--- config.mk ---
export PLATFORM = sky130hd
export DESIGN_NAME = mem_mpu_regions
export DESIGN_NICKNAME = d
export VERILOG_FILES = /design/src/rtl/mem_mpu_regions.sv
export SDC_FILE = /design/constraint.sdc
export NUM_CORES = 2
export LEC_CHECK = 0
export BUFFER_PORTS_ARGS = -buffer_cell sky130_fd_sc_hd__buf_4
export CAP_MARGIN = 20
export CORE_UTILIZATION = 56
export DETAILED_ROUTE_END_ITERATION = 7
export HOLD_SLACK_MARGIN = 0.06
export PLACE_DENSITY = 0.74
export SLEW_MARGIN = 0
export SYNTH_ARGS = -nofsm -noshare
export SYNTH_HDL_FRONTEND = slang
export SYNTH_SLANG_ARGS = --single-unit
--- constraint.sdc ---
create_clock -name clk -period 3.8 [get_ports clk]
set_input_delay 0.19 -clock clk [delete_from_list [all_inputs] [get_ports clk]]
set_output_delay 0.19 -clock clk [all_outputs]
set_load 0.01 [all_outputs]
--- src/rtl/mem_mpu_regions.sv ---
// Memory protection unit between the CPU memory port and on-chip RAM: data accesses
// are checked against a table of code/data windows; denied accesses fault and raise irq.
module mem_mpu_regions #(
  parameter int NUM_REGIONS = 8,
  parameter int ADDR_WIDTH  = 22,
  parameter int DATA_WIDTH  = 32,
  parameter int MEM_LATENCY = 1
) (
  input  logic                      clk,
  input  logic                      resetn,
  input  logic                      mpu_en,
  input  logic                      cpu_valid,
  input  logic                      cpu_instr,
  input  logic [31:0]               cpu_pc,
  input  logic [ADDR_WIDTH-1:0]     cpu_addr,
  input  logic [DATA_WIDTH-1:0]     cpu_wdata,
  input  logic [DATA_WIDTH/8-1:0]   cpu_wstrb,
  output logic                      cpu_ready,
  output logic [DATA_WIDTH-1:0]     cpu_rdata,
  output logic [DATA_WIDTH/8-1:0]   mem_wen,
  output logic [ADDR_WIDTH-1:0]     mem_addr,
  output logic [DATA_WIDTH-1:0]     mem_wdata,
  input  logic [DATA_WIDTH-1:0]     mem_rdata,
  input  logic                      cfg_we,
  input  logic [3:0]                cfg_idx,
  input  logic [2:0]                cfg_field,
  input  logic [31:0]               cfg_wdata,
  output logic                      irq,
  output logic                      fault_valid,
  input  logic                      fault_clr,
  output logic [ADDR_WIDTH-1:0]     fault_addr,
  output logic [31:0]               fault_pc,
  output logic                      fault_write,
  output logic [2:0]                dbg_state
);

  localparam int SW = DATA_WIDTH / 8;
  localparam int CW = (MEM_LATENCY > 1) ? $clog2(MEM_LATENCY) : 1;

  // Handshake: the CPU holds cpu_valid until a single-cycle cpu_ready pulse; a request
  // is accepted only in IDLE, so a held valid during the transaction is ignored.
  typedef enum logic [2:0] {
    S_IDLE   = 3'd0,
    S_CHECK  = 3'd1,
    S_ACCESS = 3'd2,
    S_RESP   = 3'd3,
    S_FAULT  = 3'd4
  } state_t;

  state_t state_q, state_d;

  logic [31:0]            pc_lo_q [NUM_REGIONS];
  logic [31:0]            pc_hi_q [NUM_REGIONS];
  logic [31:0]            d_lo_q  [NUM_REGIONS];
  logic [31:0]            d_hi_q  [NUM_REGIONS];
  logic [NUM_REGIONS-1:0] en_q, r_q, w_q;

  logic [31:0]            pc_q;
  logic [ADDR_WIDTH-1:0]  addr_q;
  logic [DATA_WIDTH-1:0]  wdata_q;
  logic [SW-1:0]          wstrb_q;
  logic                   instr_q;
  logic [CW-1:0]          cnt_q;
  logic [DATA_WIDTH-1:0]  rdata_q;

  logic                   fault_valid_q;
  logic [ADDR_WIDTH-1:0]  fault_addr_q;
  logic [31:0]            fault_pc_q;
  logic                   fault_write_q;

  logic [31:0]            addr_ext;
  logic                   hit;
  logic                   grant;
  logic                   last_access;

  always_ff @(posedge clk) begin
    if (!resetn) begin
      for (int i = 0; i < NUM_REGIONS; i++) begin
        pc_lo_q[i] <= '0;
        pc_hi_q[i] <= '0;
        d_lo_q[i]  <= '0;
        d_hi_q[i]  <= '0;
      end
      en_q <= '0;
      r_q  <= '0;
      w_q  <= '0;
    end else if (cfg_we) begin
      // Indices at or beyond NUM_REGIONS never match, so those writes are dropped.
      for (int i = 0; i < NUM_REGIONS; i++) begin
        if (int'(cfg_idx) == i) begin
          case (cfg_field)
            3'd0: pc_lo_q[i] <= cfg_wdata;
            3'd1: pc_hi_q[i] <= cfg_wdata;
            3'd2: d_lo_q[i]  <= cfg_wdata;
            3'd3: d_hi_q[i]  <= cfg_wdata;
            3'd4: begin
              en_q[i] <= cfg_wdata[2];
              w_q[i]  <= cfg_wdata[1];
              r_q[i]  <= cfg_wdata[0];
            end
            default: ;
          endcase
        end
      end
    end
  end

  assign addr_ext = 32'(addr_q);

  always_comb begin
    hit = 1'b0;
    for (int i = 0; i < NUM_REGIONS; i++) begin
      if (en_q[i] &&
          pc_q >= pc_lo_q[i] && pc_q <= pc_hi_q[i] &&
          addr_ext >= d_lo_q[i] && addr_ext <= d_hi_q[i] &&
          ((wstrb_q == '0) ? r_q[i] : w_q[i]))
        hit = 1'b1;
    end
  end

  assign grant       = instr_q | ~mpu_en | hit;
  assign last_access = (cnt_q == CW'(MEM_LATENCY - 1));

  always_ff @(posedge clk) begin
    if (!resetn) state_q <= S_IDLE;
    else         state_q <= state_d;
  end

  always_comb begin
    state_d   = state_q;
    cpu_ready = 1'b0;
    cpu_rdata = '0;
    irq       = 1'b0;
    mem_wen   = '0;
    mem_addr  = '0;
    mem_wdata = '0;
    case (state_q)
      S_IDLE:  if (cpu_valid) state_d = S_CHECK;
      S_CHECK: state_d = grant ? S_ACCESS : S_FAULT;
      S_ACCESS: begin
        mem_addr  = addr_q;
        mem_wdata = wdata_q;
        if (cnt_q == '0) mem_wen = wstrb_q;
        if (last_access) state_d = S_RESP;
      end
      S_RESP: begin
        cpu_ready = 1'b1;
        cpu_rdata = rdata_q;
        state_d   = S_IDLE;
      end
      S_FAULT: begin
        cpu_ready = 1'b1;
        irq       = 1'b1;
        state_d   = S_IDLE;
      end
      default: state_d = S_IDLE;
    endcase
  end

  always_ff @(posedge clk) begin
    if (!resetn) begin
      pc_q    <= '0;
      addr_q  <= '0;
      wdata_q <= '0;
      wstrb_q <= '0;
      instr_q <= 1'b0;
      cnt_q   <= '0;
      rdata_q <= '0;
    end else begin
      case (state_q)
        S_IDLE: begin
          cnt_q <= '0;
          if (cpu_valid) begin
            pc_q    <= cpu_pc;
            addr_q  <= cpu_addr;
            wdata_q <= cpu_wdata;
            wstrb_q <= cpu_wstrb;
            instr_q <= cpu_instr;
          end
        end
        S_ACCESS: begin
          cnt_q <= cnt_q + 1'b1;
          if (last_access) rdata_q <= (wstrb_q == '0) ? mem_rdata : '0;
        end
        default: ;
      endcase
    end
  end

  // A fault arriving with fault_clr replaces the capture rather than being lost.
  always_ff @(posedge clk) begin
    if (!resetn) begin
      fault_valid_q <= 1'b0;
      fault_addr_q  <= '0;
      fault_pc_q    <= '0;
      fault_write_q <= 1'b0;
    end else if (state_q == S_FAULT && (!fault_valid_q || fault_clr)) begin
      fault_valid_q <= 1'b1;
      fault_addr_q  <= addr_q;
      fault_pc_q    <= pc_q;
      fault_write_q <= (wstrb_q != '0);
    end else if (fault_clr) begin
      fault_valid_q <= 1'b0;
    end
  end

  assign fault_valid = fault_valid_q;
  assign fault_addr  = fault_addr_q;
  assign fault_pc    = fault_pc_q;
  assign fault_write = fault_write_q;
  assign dbg_state   = state_q;

endmodule

==> Word level (Yosys, flattened, before mapping) <==
Memories as Yosys holds them, arrays and structs flattened.
Index checks and enable logic that the tools add are counted.
{ "word_totals": {"reg_bits": 207, "latch_bits": 0, "mem_bits_rw": 1024, "rom_bits": 0, "inputBits": 168, "output_inout_bits": 151, "wordCells": 384, "memories": 4} }
{ "mem_list": {"columns": ["name", "depth", "width", "rd", "rd_ports_with_merged_regs", "wr", "line_no", "rtl"], "rows": [
  ["d_hi_q", 8, 32, 8, 0, 8, "55", "logic [31:0] d_hi_q [NUM_REGIONS];"],
  ["d_lo_q", 8, 32, 8, 0, 8, "54", "logic [31:0] d_lo_q [NUM_REGIONS];"],
  ["pc_hi_q", 8, 32, 8, 0, 8, "53", "logic [31:0] pc_hi_q [NUM_REGIONS];"],
  ["pc_lo_q", 8, 32, 8, 0, 8, "52", "logic [31:0] pc_lo_q [NUM_REGIONS];"]
]} }
{ "op_classes": {"n_addsub": 1, "mul": 0, "div_mod_pow": 0, "n_lt_le_gt_ge": 32, "eq_ne": 17, "shift": 0, "muxes": 196, "bitwise": 36, "n_reduce_logical": 62} }
{ "op_table": {"columns": ["op", "n"], "rows": [
  ["$mux W32", 35],
  ["$ge A22 B32 Y1", 8],
  ["$ge A32 B32 Y1", 8],
  ["$le A22 B32 Y1", 8],
  ["$le A32 B32 Y1", 8],
  ["$mux W1", 153],
  ["$logic_and A1 B1 Y1", 41],
  ["$or A1 B1 Y1", 34],
  ["$reduce_and A3 Y1", 8],
  ["$mux W22", 1],
  ["$eq A4 B4 Y1 const B", 4],
  ["$eq A3 B2 Y1 const B", 4],
  ["$mux W3", 3],
  ["$pmux W3 S3", 1],
  ["$eq A4 B3 Y1 const B", 2],
  ["$logic_not A4 Y1", 2],
  ["$mux W4", 2],
  ["$eq A3 B1 Y1 const B", 2],
  ["$eq A3 B3 Y1 const B", 2],
  ["$logic_not A3 Y1", 2],
  ["$reduce_and A2 Y1", 3],
  ["$eq A4 B2 Y1 const B", 1],
  ["$ne A2 B2 Y1 const B", 2],
  ["$reduce_bool A2 Y1", 2],
  ["7 further kinds", 8]
]} }

==> Logic depth before layout (Yosys ltp) <==
An unclocked memory read counts as a cell.
{ "depth": {"ltp_word": 18, "mapped_depth": 11, "depth_no_buf": 11} }

==> Worst setup path after synthesis <==
Ideal clock, no wire load.
{ "synth_path": {"kind": "input to register", "startpoint": "input cfg_field[1]", "endpoint": "memory pc_hi_q[6][0] (netlist: pc_hi_q[1][64]), enable pin", "setup_time_ns": 0.466, "arrival_time_ns": 3.133, "t_required_ns": 3.334, "path_slack_ns": 0.201, "path_stages": 3, "path_buffers": 1, "path_cell_list": "clkbuf_1 > or3b_2 > o21ai_0"} }
{ "synth_rtl": {"columns": ["item", "line_no", "rtl"], "rows": [
  ["start, declared", "26", "input logic [2:0] cfg_field,"],
  ["end, declared", "53", null]
]} }

==> Final worst setup path <==
{ "layout_path": {"startpoint": "register addr_q[1]", "endpoint": "register state_q[1] (netlist: dbg_state[1])"} }
{ "layout_via": {"elab_chain_len": 15, "word_cells_on_any_way": 51, "classes_between": "order compare: 16; mux: 10; bitwise: 1; reduce/logical: 24"} }
{ "layout_lines": {"columns": ["item", "line_no", "rtl"], "rows": [
  ["start, declared", "59", "logic [ADDR_WIDTH-1:0] addr_q;"],
  ["start signal, assigned", "175", "addr_q <= cpu_addr;"],
  ["$ge A22 B32 Y1", "115", "addr_ext >= d_lo_q[i] && addr_ext <= d_hi_q[i] &&"],
  ["$logic_and A1 B1 Y1", "114", "pc_q >= pc_lo_q[i] && pc_q <= pc_hi_q[i] &&"],
  ["$logic_and A1 B1 Y1 (2 in a row)", "115", null],
  ["$mux W1 (7 in a row)", "113", "if (en_q[i] &&"],
  ["$mux W1 *", "113", null],
  ["$or A1 B1 Y1 *", "121", "assign grant = instr_q | ~mpu_en | hit;"],
  ["$mux W3 *", "139", "S_CHECK: state_d = grant ? S_ACCESS : S_FAULT;"],
  ["$pmux W3 S3 *", "137", "case (state_q)"],
  ["end signal, assigned", "126", "else state_q <= state_d;"],
  ["end, declared", "50", "state_t state_q, state_d;"]
]} }
Every way passes the cells marked *; elsewhere a longest branch is shown, timed or not.
A chain may end at the register's enable or synchronous reset.

==> flow_summary.toml <==
[critical_path]
ff2ff_setup_slack_ns = 0.03
path_max_fanout = 8
rr_endpoint = "dbg_state[1]"
r2r_cells = 13
cp-start-kind = "flop"
r2r-start = "addr_q[1]"
criticalPathCategory = "flop to flop"
end_kind = "flop"
critPathArrivalTime_ns = 4.41
critical_path_required_ns = 4.44

[global_route]
grt_pass1_wl_um = 311000
grt_pass1_vias = 49300
grt_max_degree = 102
gr-total-overflow = 0
antenna_found_initial = 13
grtUsageTotal_pct = 36.2

[routing]
wl_per_cell_um = 25.4
ant_nets = 0
first_pass_iters = 6
via_per_inst = 6.03
wirelength_um = 215000
drt_iter0_markers = 5814
dr_total_vias = 51000
drc = 0

[timing]
timing.final.crit_share_pct = 99.2
whs_ns = 0.110
setup_viol = 0
worst_pin_slew_ns = 1.21
fin_worst_skew_ns = 0.0237
period_needed_ns = 3.77
final-hold-violation-count = 0
tns_ns = 0
rsz0062_at_grt = "no"
slew_viol_final = 0
max_freq_mhz = 265
max_slew_margin_pct = 18.8

[clocking]
clockRootBuffer = "clkbuf_16"
clk_latency_ns = 0.76
cts_made_buffers = 135
htree_levels = 4
clkTransAtPathRegs_ns = 0.06
cts_buffer_depth = 3
clkSinkCount = 1231
cts_tree = "done"

[hold_path]
hold_path_depth = 3
holdPathEnd = "d_lo_q[0][69]"
hp-start = "cfg_wdata[5]"
hp-class = "input port to flop"

[synth]
synth_fp_nets = 7226
synth_area_leaders = "edfxtp_1 47%, ha_1 17%, dfxtp_1 6.4%"
syn-instance-count = 6194
synth_seq_area_share_pct = 53.5
synth_top_cell_area_share_pct = 47.2
synth_area_mm2 = 0.0652
synth_async_sr_flop_share_pct = 0
synth_flop_cell = "edfxtp_1"
yosys_register_bits = 1231
synth_top_cell_by_area = "edfxtp_1"
yosys_warnings = 0
synth.distinct_cells = 76
syn_area_per_cell_um2 = 10.5
synth_edf_count = 1024

[floorplan]
ioPinCount = 319
die_area_mm2 = 0.118
die_h_um = 343
die_w_um = 343
rows = 124
core_area_mm2 = 0.115
initial_core_util_pct = 56.8

[run]
cap_violations = 0

[status]
outcome = "finished, final reports clean"

[finish]
finalNetCount = 7877
drive_above_1_share_pct = 12.0
syn2layout_area_growth_pct = 18.2

[power_and_ir_drop]
pwr_density_cell_mw_per_mm2 = 428
leakage_nw = 34.7
vdd_ir_drop_max_v = 0.000524

[place]
hpwl_um = 148000
place_congestion = 0.972
portBuffers = 318
-- report_power, final --
group / leakage [nW] / switching [W] / internal [W]
registers: 11.4 / 0.000301 / 0.0153
clock network: 2.11 / 0.00549 / 0.00752
logic: 21.1 / 0.00279 / 0.00151
-- metal layers --
layer,part of all wire (%),vias up,GRT usage [%]
li1,-,22800,-
met1,37,24500,46.7
met2,43,3037,55.1
met3,13,691,8.96
met4,7.0,10,22.3
met5,0.029,-,0
-- final cells by class --
type,instances,area [um^2]
well taps,1512,1890
flip-flops and latches,1231,34900
repair buffers,750,6360
inverters,878,3300
fillers,8398,37800
multi-input cells,3849,26200
clock inverters,62,591
diodes,6,15.0
clock buffers,179,3720
-- cell usage in the layout (no fill, tap or decap), drive strengths merged, types with 57 or more instances in the layout --
cell,synthesis,layout
nor2,886,886
nand3,123,123
buf,4,580
nor4,57,57
and3,62,62
nand4,126,126
dfxtp,207,207
edfxtp,1024,1024
nand2,577,577
dlygate4sd3,0,170
a21boi,193,193
inv,878,885
a21o,78,78
o21ai,148,148
clkbuf,232,179
ha,864,864
a21oi,284,284
-- synth_stat cells, types with 3 or more instances --
cell type / count
a41oi_1: 6
o22ai_1: 6
nand2_1: 577
o2111ai_1: 12
nand4b_1: 3
a21boi_0: 192
nor4_1: 53
dfxtp_1: 207
o21a_1: 18
nand3b_1: 7
clkbuf_1: 232
or2_2: 3
nor3_1: 44
a21oi_1: 284
nor2_1: 886
edfxtp_1: 1024
o21ai_0: 146
nor3b_1: 13
o221ai_1: 3
nand2b_1: 17
a211oi_1: 53
mux2i_1: 21
and4_1: 29
a211o_1: 4
nor2b_1: 46
a21o_1: 78
and3_1: 62
o211ai_1: 22
ha_1: 864
a31oi_1: 7
o31ai_1: 6
and2_1: 40
or4_1: 7
a221o_1: 8
inv_1: 878
nand3_1: 123
nand4_1: 126
o41ai_1: 3
a221oi_1: 14
a2111oi_0: 17
nor4_2: 3
or3_1: 4
-- registers in the layout, summed over array words and instances, names as in the netlist, 22 cells and up --
signal,count
rdata_q,32
d_hi_q,256
pc_lo_q,256
d_lo_q,256
pc_hi_q,256
addr_q,22
fault_pc,32
wdata_q,32
fault_addr,22
pc_q,32
-- logic make-up (layout without fill, tap and decap cells) --
| family | count (synthesis) | count (layout) | share of synthesized area [%] |
|---|---|---|---|
| adders and majority gates | 864 | 864 | 16.6 |
| muxes | 21 | 21 | 0.323 |
| AOI/OAI and AO/OA | 907 | 907 | 9.03 |
| xor gates and xnor gates | 1 | 1 | 0.0134 |
| buffers and inverters | 1114 | 1869 | 6.42 |
| other | 0 | 6 | 0 |
| DFF | 1231 | 1231 | 53.5 |
| and+or+nand+nor | 2056 | 2056 | 14.1 |
-- metrics by stage --
step           setup slack (ns)  std cells  instance area, um^2  utilization (%)  power [W]
2_1_floorplan             0.201       6194                65200                -     0.0181
6_report                 0.0299       8467                77000             67.1     0.0330
4_1_cts                  0.0264       8458                76900             67.0     0.0328
3_3_place_gp              0.118       8047                70900             61.8     0.0198
5_1_grt                  0.0872       8462                77000             67.1     0.0339
3_5_place_dp             0.0529       8047                70900             61.8     0.0199
-- worst max-delay path by stage --
| stage | from | endpoint | slack (ns) | depth (start not counted) |
|---|---|---|---|---|
| 2_1_floorplan | cfg_field[1] | pc_hi_q[1][64] | 0.20 | 3 |
| 3_3_place_gp | addr_q[10] | dbg_state[1] | 0.12 | 12 |
| 3_5_place_dp | addr_q[10] | dbg_state[1] | 0.05 | 12 |
| 4_1_cts | addr_q[10] | dbg_state[1] | 0.03 | 12 |
| 5_1_grt | pc_q[21] | dbg_state[1] | 0.09 | 12 |
| 6_report | addr_q[1] | dbg_state[1] | 0.03 | 13 |
-- worst max-delay path, stage by stage, from the launching register on --
cell and delay, ns:
dfxtp_1 0.61, buf_4 0.28, buf_4 0.16, ha_1 0.22
o21ai_0 0.16, o21bai_1 0.08, a21oi_1 0.15, nor2_1 0.05
o41ai_1 0.62, o211ai_1 0.34, nand4_1 0.29, o2111ai_1 0.17
buf_4 0.20, o311a_1 0.29
-- what timing repair did --
action	CTS	global route
buffers inserted	0	3
setup endpoints to repair	0	2
gates resized for setup	0	3
hold buffers	170	0
endpoints found under the hold margin	228	0
Power figures use the tool's default switching activity.
